[config.mk]
export PLATFORM = sky130hd
export DESIGN_NAME = normalize_pipe
export DESIGN_NICKNAME = d
export VERILOG_FILES = /design/src/rtl/normalize_pipe.sv
export SDC_FILE = /design/constraint.sdc
export NUM_CORES = 1
export LEC_CHECK = 0
export BUFFER_PORTS_ARGS = -buffer_cell sky130_fd_sc_hd__buf_2
export CAP_MARGIN = 20
export CORE_ASPECT_RATIO = 1.4
export CORE_MARGIN = 3
export CORE_UTILIZATION = 35
export DETAILED_ROUTE_END_ITERATION = 16
export GPL_TIMING_DRIVEN = 0
export MAX_ROUTING_LAYER = met4
export PLACE_DENSITY = 0.61
export SYNTH_ARGS = -nofsm -noshare
export SYNTH_HDL_FRONTEND = slang
export SYNTH_SLANG_ARGS = --single-unit
[constraint.sdc]
create_clock -name clock -period 4 [get_ports clock]
set_input_delay 0.4 -clock clock [delete_from_list [all_inputs] [get_ports clock]]
set_output_delay 0.4 -clock clock [all_outputs]
set_load 0.05 [all_outputs]
[src/rtl/normalize_pipe.sv]
// Two-stage mantissa normalizer: S1 registers mantissa/exponent/leading-zero count, S2 the shifted result.
// Latency 2 edges, one word per cycle; valid/ready on both sides with outReady combinationally feeding inReady.

module lzc_tree #(
  parameter int WIDTH      = 16,
  parameter int ADD_OFFSET = 0
) (
  input  logic [WIDTH-1:0]           vec_i,
  output logic [$clog2(WIDTH+1)-1:0] lz_o
);
  localparam int LVLS = $clog2(WIDTH);
  localparam int P    = 1 << LVLS;
  localparam int CW   = LVLS + 1;
  localparam int SW   = $clog2(WIDTH + 1);

  logic [P-1:0]  pad;
  logic          all_z [1:2*P-1];
  logic [CW-1:0] cnt   [1:2*P-1];
  logic [CW-1:0] size  [1:2*P-1];

  // Heap-ordered tree: node k has children 2k (more significant) and 2k+1.
  always_comb begin
    pad = '0;
    pad[P-1 -: WIDTH] = vec_i;
    for (int k = 1; k < 2*P; k++) begin
      all_z[k] = 1'b0;
      cnt[k]   = '0;
      size[k]  = '0;
    end
    for (int i = 0; i < P; i++) begin
      all_z[P+i] = ~pad[P-1-i];
      size[P+i]  = CW'(1);
    end
    for (int k = P - 1; k >= 1; k--) begin
      all_z[k] = all_z[2*k] & all_z[2*k+1];
      size[k]  = size[2*k] << 1;
      cnt[k]   = all_z[2*k] ? size[2*k] + cnt[2*k+1] : cnt[2*k];
    end
  end

  assign lz_o = SW'(all_z[1] ? CW'(WIDTH) : cnt[1]) + SW'(ADD_OFFSET);
endmodule

module normalize_pipe #(
  parameter int WIDTH     = 16,
  parameter int EXP_WIDTH = 8
) (
  input  logic                       clock,
  input  logic                       reset,
  input  logic                       inValid,
  output logic                       inReady,
  input  logic [WIDTH-1:0]           inMant,
  input  logic [EXP_WIDTH-1:0]       inExp,
  output logic                       outValid,
  input  logic                       outReady,
  output logic [WIDTH-1:0]           outMant,
  output logic [EXP_WIDTH-1:0]       outExp,
  output logic [$clog2(WIDTH+1)-1:0] outShift,
  output logic                       outZero,
  output logic                       outUnderflow
);
  localparam int SW   = $clog2(WIDTH + 1);
  localparam int CMPW = (SW > EXP_WIDTH) ? SW : EXP_WIDTH;

  logic                 s1_vld_q, s2_vld_q;
  logic [WIDTH-1:0]     s1_mant_q;
  logic [EXP_WIDTH-1:0] s1_exp_q;
  logic [SW-1:0]        s1_lz_q;
  logic [SW-1:0]        lz_in;

  logic [WIDTH-1:0]     out_mant_q, out_mant_d;
  logic [EXP_WIDTH-1:0] out_exp_q, out_exp_d;
  logic [SW-1:0]        out_shift_q, out_shift_d;
  logic                 out_zero_q, out_zero_d;
  logic                 out_uf_q, out_uf_d;

  logic s1_ld, s2_ld, in_xfer;

  assign s2_ld   = ~s2_vld_q | outReady;
  assign s1_ld   = ~s1_vld_q | s2_ld;
  assign inReady = s1_ld & ~reset;
  assign in_xfer = inValid & inReady;

  lzc_tree #(.WIDTH(WIDTH), .ADD_OFFSET(0)) u_lzc (
    .vec_i (inMant),
    .lz_o  (lz_in)
  );

  // Shift is clamped to the exponent so the result never goes below exponent 0.
  always_comb begin
    out_zero_d  = (s1_mant_q == '0);
    out_uf_d    = ~out_zero_d && (CMPW'(s1_lz_q) > CMPW'(s1_exp_q));
    out_shift_d = out_uf_d ? SW'(s1_exp_q) : s1_lz_q;
    if (out_zero_d) out_shift_d = '0;
    out_mant_d  = s1_mant_q << out_shift_d;
    out_exp_d   = out_zero_d ? '0 : s1_exp_q - EXP_WIDTH'(out_shift_d);
  end

  always_ff @(posedge clock or posedge reset) begin
    if (reset) begin
      s1_vld_q  <= 1'b0;
      s1_mant_q <= '0;
      s1_exp_q  <= '0;
      s1_lz_q   <= '0;
    end else begin
      if (s1_ld) s1_vld_q <= in_xfer;
      if (in_xfer) begin
        s1_mant_q <= inMant;
        s1_exp_q  <= inExp;
        s1_lz_q   <= lz_in;
      end
    end
  end

  always_ff @(posedge clock or posedge reset) begin
    if (reset) begin
      s2_vld_q    <= 1'b0;
      out_mant_q  <= '0;
      out_exp_q   <= '0;
      out_shift_q <= '0;
      out_zero_q  <= 1'b0;
      out_uf_q    <= 1'b0;
    end else if (s2_ld) begin
      s2_vld_q <= s1_vld_q;
      if (s1_vld_q) begin
        out_mant_q  <= out_mant_d;
        out_exp_q   <= out_exp_d;
        out_shift_q <= out_shift_d;
        out_zero_q  <= out_zero_d;
        out_uf_q    <= out_uf_d;
      end
    end
  end

  assign outValid     = s2_vld_q;
  assign outMant      = out_mant_q;
  assign outExp       = out_exp_q;
  assign outShift     = out_shift_q;
  assign outZero      = out_zero_q;
  assign outUnderflow = out_uf_q;
endmodule

After elaboration in Yosys (flattened, before gate mapping)
Cells that the tools add are included.
- add/sub/neg operators: 8
- reduce and logical (&&, ||, !) cells: 3
- order comparisons: 1
- bitwise logic cells: 39
- shift-type cells: 1
- muxes and demuxes: 19
- operator list (cell ; number):
    $mux W5 ; 10
    $add A2 B5 Y5 const A ; 4
    $not A1 Y1 ; 20
    $and A1 B1 Y1 ; 17
    $logic_not A16 Y1 ; 1
    $shl A16 B5 Y16 ; 1
    $add A3 B5 Y5 const A ; 2
    $gt A5 B8 Y1 ; 1
    $mux W1 ; 8
    $mux W8 ; 1
    $sub A8 B5 Y8 ; 1
    $add A4 B5 Y5 const A ; 1
    $or A1 B1 Y1 ; 2
    $reduce_and A2 Y1 ; 1
    $logic_and A1 B1 Y1 ; 1
- logic and storage cells: 81
- output and inout port bits: 33
- register bits: 62
- input bits: 28

Depth between registers and ports, before layout
Gate-level depths: netlist of the first run.
- depth after elaboration: 8
- gate-level depth with buffers: 17
- depth with buffers taken out: 16

Cells and area by module
Synthesis of the first run repeated with hierarchy kept, for this count alone.
- cells, all modules: 351
- area, all modules: 3701.0 µm²
- by module, submodules not included (module ; seq. area each (µm²) ; area an instance (µm²) ; cells each ; instances):
    normalize_pipe ; 1551.5 ; 3502.1 ; 322 ; 1
    lzc_tree ; 0.0 ; 198.9 ; 29 ; 1

Least setup slack after synthesis of the first run
Ideal clock, no wire load.
- kind: reg2reg
- start point: reg s1_exp_q[1]
- end point: reg out_exp_q[7], in the netlist outExp[7]
- slack: 0.380 ns
- arrival: 3.499 ns
- path buffers: 1
- cell stages (with the launch flop): 18
- path through: dfrtp_1 > inv_1 > ha_1 > nor2b_1 > o21bai_4 > a31oi_4 > mux2i_1 > nor2_2 > inv_2 > buf_1 > ha_1 > a21o_1 > a21oi_1 > o21bai_1 > a21o_1 > nor3_1 > xor2_1 > a22o_1
- longest elaborated chain between the ends: 6
- ends and longest elaborated chain (what ; RTL line ; source):
    start, declared ; 67 ; logic [EXP_WIDTH-1:0] s1_exp_q;
    start signal, assigned ; 109 ; s1_exp_q <= inExp;
    $gt A5 B8 Y1 ; 92 ; out_uf_d = ~out_zero_d && (CMPW'(s1_lz_q) > CMPW'(s1_exp_q));
    $logic_and A1 B1 Y1 ; 92 ;
    $mux W5 ; 93 ; out_shift_d = out_uf_d ? SW'(s1_exp_q) : s1_lz_q;
    $mux W5 ; 94 ; if (out_zero_d) out_shift_d = '0;
    $sub A8 B5 Y8 * ; 96 ; out_exp_d = out_zero_d ? '0 : s1_exp_q - EXP_WIDTH'(out_shift_d);
    $mux W8 * ; 96 ;
    end signal, assigned ; 127 ; out_exp_q <= out_exp_d;
    end, declared ; 72 ; logic [EXP_WIDTH-1:0] out_exp_q, out_exp_d;
Mark *: on every way between the ends. The rest lies on a longest branch, timed or not.
A chain may end at the register's enable or synchronous reset.

Worst setup path in the final report of the first run
- start point: reg s1_exp_q[1]
- end point: reg out_exp_q[6], in the netlist outExp[6]
The elaborated chain is that of the path after synthesis.

==> impl_metrics.json, run 1 <==
{
  "synth_ff_type": "dfrtp_1",
  "dp.cells": 520,
  "synth_most_common_cell": "dfrtp_1",
  "tns_ns": 0,
  "grt_pass1_vias": 2713,
  "cts_hold_buffers": 0,
  "p_total_mw": 2.52,
  "cts_max_level": 3,
  "synth_cell_types": 50,
  "syn_to_final_growth_pct": 22.4,
  "ys_warn_count": 0,
  "synth_fa_ha_area_frac": 0.0461,
  "vias_per_cell": 5.11,
  "synth_top_family_by_area": "compound AO/OA/AOI/OAI gates",
  "grt_pass1_wl_mm": 13.7,
  "synth_top_area_share": 0.453,
  "path_clk_slew_ns": 0.05,
  "endpoint_kind": "flip-flop",
  "cts_sinks": 62,
  "async_flop_share": 1.00,
  "finalCritPeriodShare": 0.902,
  "route.final.wire_length_mm": 8.24,
  "powerDensity_nw_per_um2": 602,
  "holdWs_ns": 0.157,
  "startpoint_type": "flip-flop",
  "diodes": 0,
  "drt-initial-drc-count": 119,
  "grt_setup_unrepaired": "false",
  "die_area_sq_um": 11000,
  "ys_seq_area_frac": 0.453,
  "fin_crit_ns": 3.61,
  "final_core_util": 0.441,
  "clockBufferDepth": 2,
  "die_x_microns": 89.6,
  "syn-cell-area_sq_um": 3420,
  "drive_above_1_share": 0.281,
  "ioPinCount": 61,
  "synthSimpleGateAreaFrac": 0.118,
  "synth-edff-count": 0,
  "rows": 42,
  "gr-total-overflow": 0,
  "io_buffer_count": 60,
  "fill_cells": 927,
  "layout.cells.non_filler": 538,
  "syn-num-nets": 367,
  "fin_ws_ns": 0.391,
  "dr.pass1.iters": 4,
  "r2r_cells": 16,
  "hpwl_mm": 6.63,
  "synth_compound_area_frac": 0.170,
  "vias": 2749,
  "finClkSkew_ns": 0.00479,
  "hold_viol_final": 0,
  "synth_commonest_cells": "dfrtp_1, nand2_1, mux2i_1",
  "core-area_sq_um": 9510,
  "outcome": "complete, no violations",
  "final_area_sq_um": 4190,
  "syn_area_per_cell_sq_um": 10.5,
  "start_util": 0.360,
  "p_leak_nw": 2.02,
  "finalMaxSlewViolations": 0,
  "route.detailed.drc": 0,
  "min_path_type": "primary input to asynchronous set/reset pin",
  "clkLatencyLatePin_ns": 0.33,
  "ir_drop_mv": 0.217,
  "max_freq_mhz": 277,
  "grt_max_degree": 35,
  "ys_top_cells_by_area": "dfrtp_1, mux2i_1, mux2_2, ha_1, nand2_1",
  "finalNetCount": 441,
  "die_h_microns": 123,
  "cts_buffers": 9,
  "cts_tree": "yes",
  "cp-startpoint": "s1_exp_q[1]$_DFFE_PP0P_",
  "synth-seq-cells": 62,
  "worstPathCellList": "inv_1 -> ha_1 -> nor2b_1 -> o21bai_4 -> a31oi_4 -> mux2i_1 -> nor2_4 -> inv_2 -> buf_2 -> ha_1 -> nor2b_1 -> o21ai_0 -> nand2b_1 -> a211oi_1 -> xor2_1 -> a22o_1",
  "cts_root_buf": "clkbuf_16",
  "routabilityCongestion": 0.866,
  "synth_largest_area_cell": "dfrtp_1",
  "dp_slack_ns": -0.0861,
  "track_usage": 0.167,
  "routedWlPerCell_microns": 15.3,
  "yosys.area_share.xor_xnor": 0.0128,
  "worstSetupPathType": "flip-flop to flip-flop",
  "timing.critical_path.fanout_max": 10,
  "antenna_found_initial": 0,
  "relSlewSlack": 0.513,
  "ant_nets": 0,
  "placedInstanceArea_sq_um": 3910,
  "yosys-mux-area-fraction": 0.162,
  "synth_cells": 327,
  "cp.arrival_ns": 3.82,
  "slowest_stage": "dfrtp_1",
  "maxCapViolations": 0,
  "setup_viol": 0,
  "reg2reg_slack_ns": 0.39,
  "required_ns": 4.21,
  "tightest_slew_ns": 0.726,
  "slowest_delay_ns": 0.39,
  "r2r-start": "s1_exp_q[1]$_DFFE_PP0P_"
}
worst paths after layout:
kind / endpoint
max reg2reg: outExp[6]$_DFFE_PP0P_
max in group asynchronous: s1_mant_q[8]$_DFFE_PP0P_
min in group clock: s1_exp_q[5]$_DFFE_PP0P_
min reg2reg: outShift[0]$_DFFE_PP0P_
min: s1_exp_q[5]$_DFFE_PP0P_
max: outExp[6]$_DFFE_PP0P_
worst max-delay path: cells and delay by family (launching register included):
family / cells / cell delay, ns
AOI/OAI and AO/OA: 5 / 0.95
buffers and inverters: 3 / 0.54
xor gates and xnor gates: 1 / 0.11
muxes: 1 / 0.31
adders and majority gates: 2 / 0.60
DFF: 1 / 0.39
and+or+nand+nor: 4 / 0.59
flip-flops by register name, summed over array words and instances (netlist names):
signal        count
s1_exp_q          8
outValid          1
s1_lz_q           5
s1_mant_q        16
outMant          16
outExp            8
s1_vld_q          1
outShift          5
outUnderflow      1
outZero           1
placed cells by master (no fill, tap or decap), types with 2 or more instances in the layout:
master | netlist | final
inv_1 | 15 | 14
inv_2 | 3 | 4
nand3_1 | 5 | 5
nor2b_1 | 4 | 4
buf_2 | 4 | 64
o31ai_1 | 6 | 6
a22o_1 | 10 | 10
o311ai_1 | 2 | 2
nand2b_1 | 4 | 4
buf_4 | 1 | 4
and3_1 | 2 | 2
a22oi_1 | 15 | 15
nor3_1 | 10 | 10
clkbuf_1 | 7 | 12
nand2_1 | 32 | 32
mux2i_1 | 25 | 25
o21ai_1 | 13 | 13
clkbuf_16 | 0 | 9
a32oi_1 | 2 | 2
a21oi_1 | 8 | 8
a21o_1 | 2 | 2
dfrtp_1 | 62 | 62
xnor2_1 | 2 | 2
ha_1 | 11 | 11
a211oi_1 | 2 | 2
xor2_1 | 3 | 3
nor4_1 | 7 | 7
mux2_2 | 22 | 22
nor2_1 | 15 | 15
o21ai_0 | 11 | 11
report_power, final:
| part | leakage [nW] | switching, mW | internal (mW) | total [mW] |
|---|---|---|---|---|
| clock network | 0.128 | 0.251 | 0.435 | 0.686 |
| registers | 0.774 | 0.106 | 0.771 | 0.878 |
| logic | 1.12 | 0.659 | 0.301 | 0.960 |
| total | 2.02 | 1.02 | 1.51 | 2.52 |
metal layers:
layer / part of all wire / track usage
met1: 0.43 / 0.204
met2: 0.51 / 0.269
met4: 0.019 / 0.0577
met3: 0.036 / 0.0387
met5: 0 / -
final cells by class:
cell class | count | area [sq um] | area share
multi-input combinational | 233 | 1740 | 0.416
sequential | 62 | 1550 | 0.370
timing repair buffer | 64 | 343 | 0.0818
clock buffer | 15 | 258 | 0.0615
tap | 132 | 165 | 0.0394
inverter | 18 | 67.6 | 0.0161
buffer | 13 | 57.6 | 0.0137
clock inverter | 1 | 5.00 | 0.00119
kinds of logic after synthesis:
family                   count (synthesis)
AO/OA/AOI/OAI                           81
XOR/XNOR                                 5
adder cells (fa/ha/maj)                 12
buffers and inverters                   32
flip-flops                              62
multiplexers                            50
AND/OR/NAND/NOR                         85
timing repair:
item	in CTS	in global routing
setup buffers	0	3
pin swaps	0	1
resized for setup	0	0
setup endpoints to repair	1	2
No activity file was read; power rests on OpenSTA's default activity.
==> inputs of run 2 (changes only) <==
CORE_UTILIZATION = 30   (was 35)
PLACE_DENSITY = 0.55   (was 0.61)
clock period = 4.45 ns   (was 4 ns; I/O delays follow)
==> impl_metrics.json, run 2 (synthesis gave the netlist of run 1 again) <==
{
  "outcome": "complete, no violations",
  "fin_crit_ns": 4.03,
  "fill_cells": 1111,
  "finalNetCount": 439,
  "tns_ns": 0,
  "slowest_delay_ns": 0.48,
  "cts_max_level": 3,
  "endpoint_kind": "flip-flop",
  "setup_viol": 0,
  "finalCritPeriodShare": 0.907,
  "final_cell_mix": "buf_2, dfrtp_1, nand2_1, mux2i_1, mux2_2",
  "cts_root_buf": "clkbuf_16",
  "vias_per_cell": 5.07,
  "clockBufferDepth": 2,
  "grt_setup_unrepaired": "false",
  "rows": 45,
  "die_x_microns": 96.3,
  "start_util": 0.312,
  "antenna_found_initial": 0,
  "placedInstanceArea_sq_um": 3920,
  "die_h_microns": 132,
  "hpwl_mm": 6.94,
  "route.final.wire_length_mm": 8.70,
  "gr-total-overflow": 0,
  "drive_above_1_share": 0.277,
  "ir_drop_mv": 0.170,
  "grt_pass1_vias": 2860,
  "powerDensity_nw_per_um2": 548,
  "cts_buffers": 9,
  "maxCapViolations": 0,
  "ioPinCount": 61,
  "ant_nets": 0,
  "p_leak_nw": 2.02,
  "slowest_stage": "buf_1",
  "worstPathCellList": "inv_1 -> ha_1 -> nor2b_1 -> o21bai_4 -> a31oi_4 -> mux2i_1 -> nor2_2 -> inv_2 -> buf_1 -> ha_1 -> a21o_1 -> a21oi_1 -> o21bai_1 -> a21o_1 -> nor3_1 -> xor2_1 -> a22o_1",
  "tightest_slew_ns": 0.758,
  "mostFrequentLayoutCell": "buf_2",
  "vias": 2761,
  "cts_tree": "yes",
  "finClkSkew_ns": 0.00372,
  "relSlewSlack": 0.491,
  "r2r_cells": 17,
  "final_area_sq_um": 4200,
  "grt_pass1_wl_mm": 14.6,
  "cp.arrival_ns": 4.25,
  "reg2reg_slack_ns": 0.42,
  "cts_resized": 0,
  "routabilityCongestion": 0.903,
  "required_ns": 4.66,
  "routedWlPerCell_microns": 16.0,
  "hold_viol_final": 0,
  "timing.critical_path.fanout_max": 10,
  "cts_hold_buffers": 0,
  "finalMaxSlewViolations": 0,
  "dr.pass1.iters": 4,
  "diodes": 0,
  "clkLatencyLatePin_ns": 0.33,
  "io_buffer_count": 60,
  "cts_setup_buffers": 0,
  "cts_sinks": 62,
  "core-area_sq_um": 11000,
  "track_usage": 0.153,
  "syn_to_final_growth_pct": 22.7,
  "drt-initial-drc-count": 105,
  "grt_max_degree": 42,
  "max_freq_mhz": 248,
  "path_clk_slew_ns": 0.05,
  "min_path_type": "primary input to asynchronous set/reset pin",
  "die_area_sq_um": 12700,
  "route.detailed.drc": 0,
  "worstSetupPathType": "flip-flop to flip-flop",
  "startpoint_type": "flip-flop"
}
run 2: worst paths after layout:
check	start	end
hold reg to reg	outExp[1]$_DFFE_PP0P_	outExp[1]$_DFFE_PP0P_
max in group asynchronous	reset	outMant[11]$_DFFE_PP0P_
setup reg to reg	s1_exp_q[1]$_DFFE_PP0P_	outExp[7]$_DFFE_PP0P_
setup / recovery	s1_exp_q[1]$_DFFE_PP0P_	outExp[7]$_DFFE_PP0P_
hold / removal	reset	outValid$_DFFE_PP0P_
min in group clock	inExp[5]	s1_exp_q[5]$_DFFE_PP0P_
run 2: through the flow:
step / power (mW) / util / worst slack [ns] / cells / hold slack (ns)
after floorplan: 1.44 / - / 0.830 / 327 / 0.450
after global placement: 1.65 / 0.355 / 0.400 / 528 / 0.466
after detailed placement: 1.67 / 0.357 / 0.389 / 529 / 0.464
after CTS: 2.33 / 0.383 / 0.356 / 545 / 0.149
after global routing: 2.43 / 0.383 / 0.0995 / 545 / 0.191
final: 2.30 / 0.383 / 0.416 / 545 / 0.146
run 2: power breakdown:
group	leakage (nW)	switching (mW)	internal, mW
sequential	0.774	0.0955	0.693
combinational	1.11	0.595	0.269
clock	0.137	0.228	0.423
run 2: worst max-delay path, delay by kind of cell (launching register included):
kind	cells	cell delay, ns
flip-flops	1	0.38
XOR/XNOR	1	0.09
buffers and inverters	3	0.75
AO/OA/AOI/OAI	7	1.34
AND/OR/NAND/NOR	3	0.45
adder cells (fa/ha/maj)	2	0.64
multiplexers	1	0.26
run 2: area by class of cell:
class	instances	area (sq um)	area share
clock buffer	16	282	0.0670
multi-input combinational	233	1740	0.415
buffer	14	61.3	0.0146
tap	141	176	0.0420
sequential	62	1550	0.369
timing repair buffer	61	320	0.0762
inverter	18	67.6	0.0161
run 2: per-layer routing:
metal	vias up	wire, microns	track usage
li1	1344	-	-
met3	11	301	0.0246
met2	58	4500	0.252
met4	0	184	0.0641
met5	-	0	-
met1	1348	3720	0.181
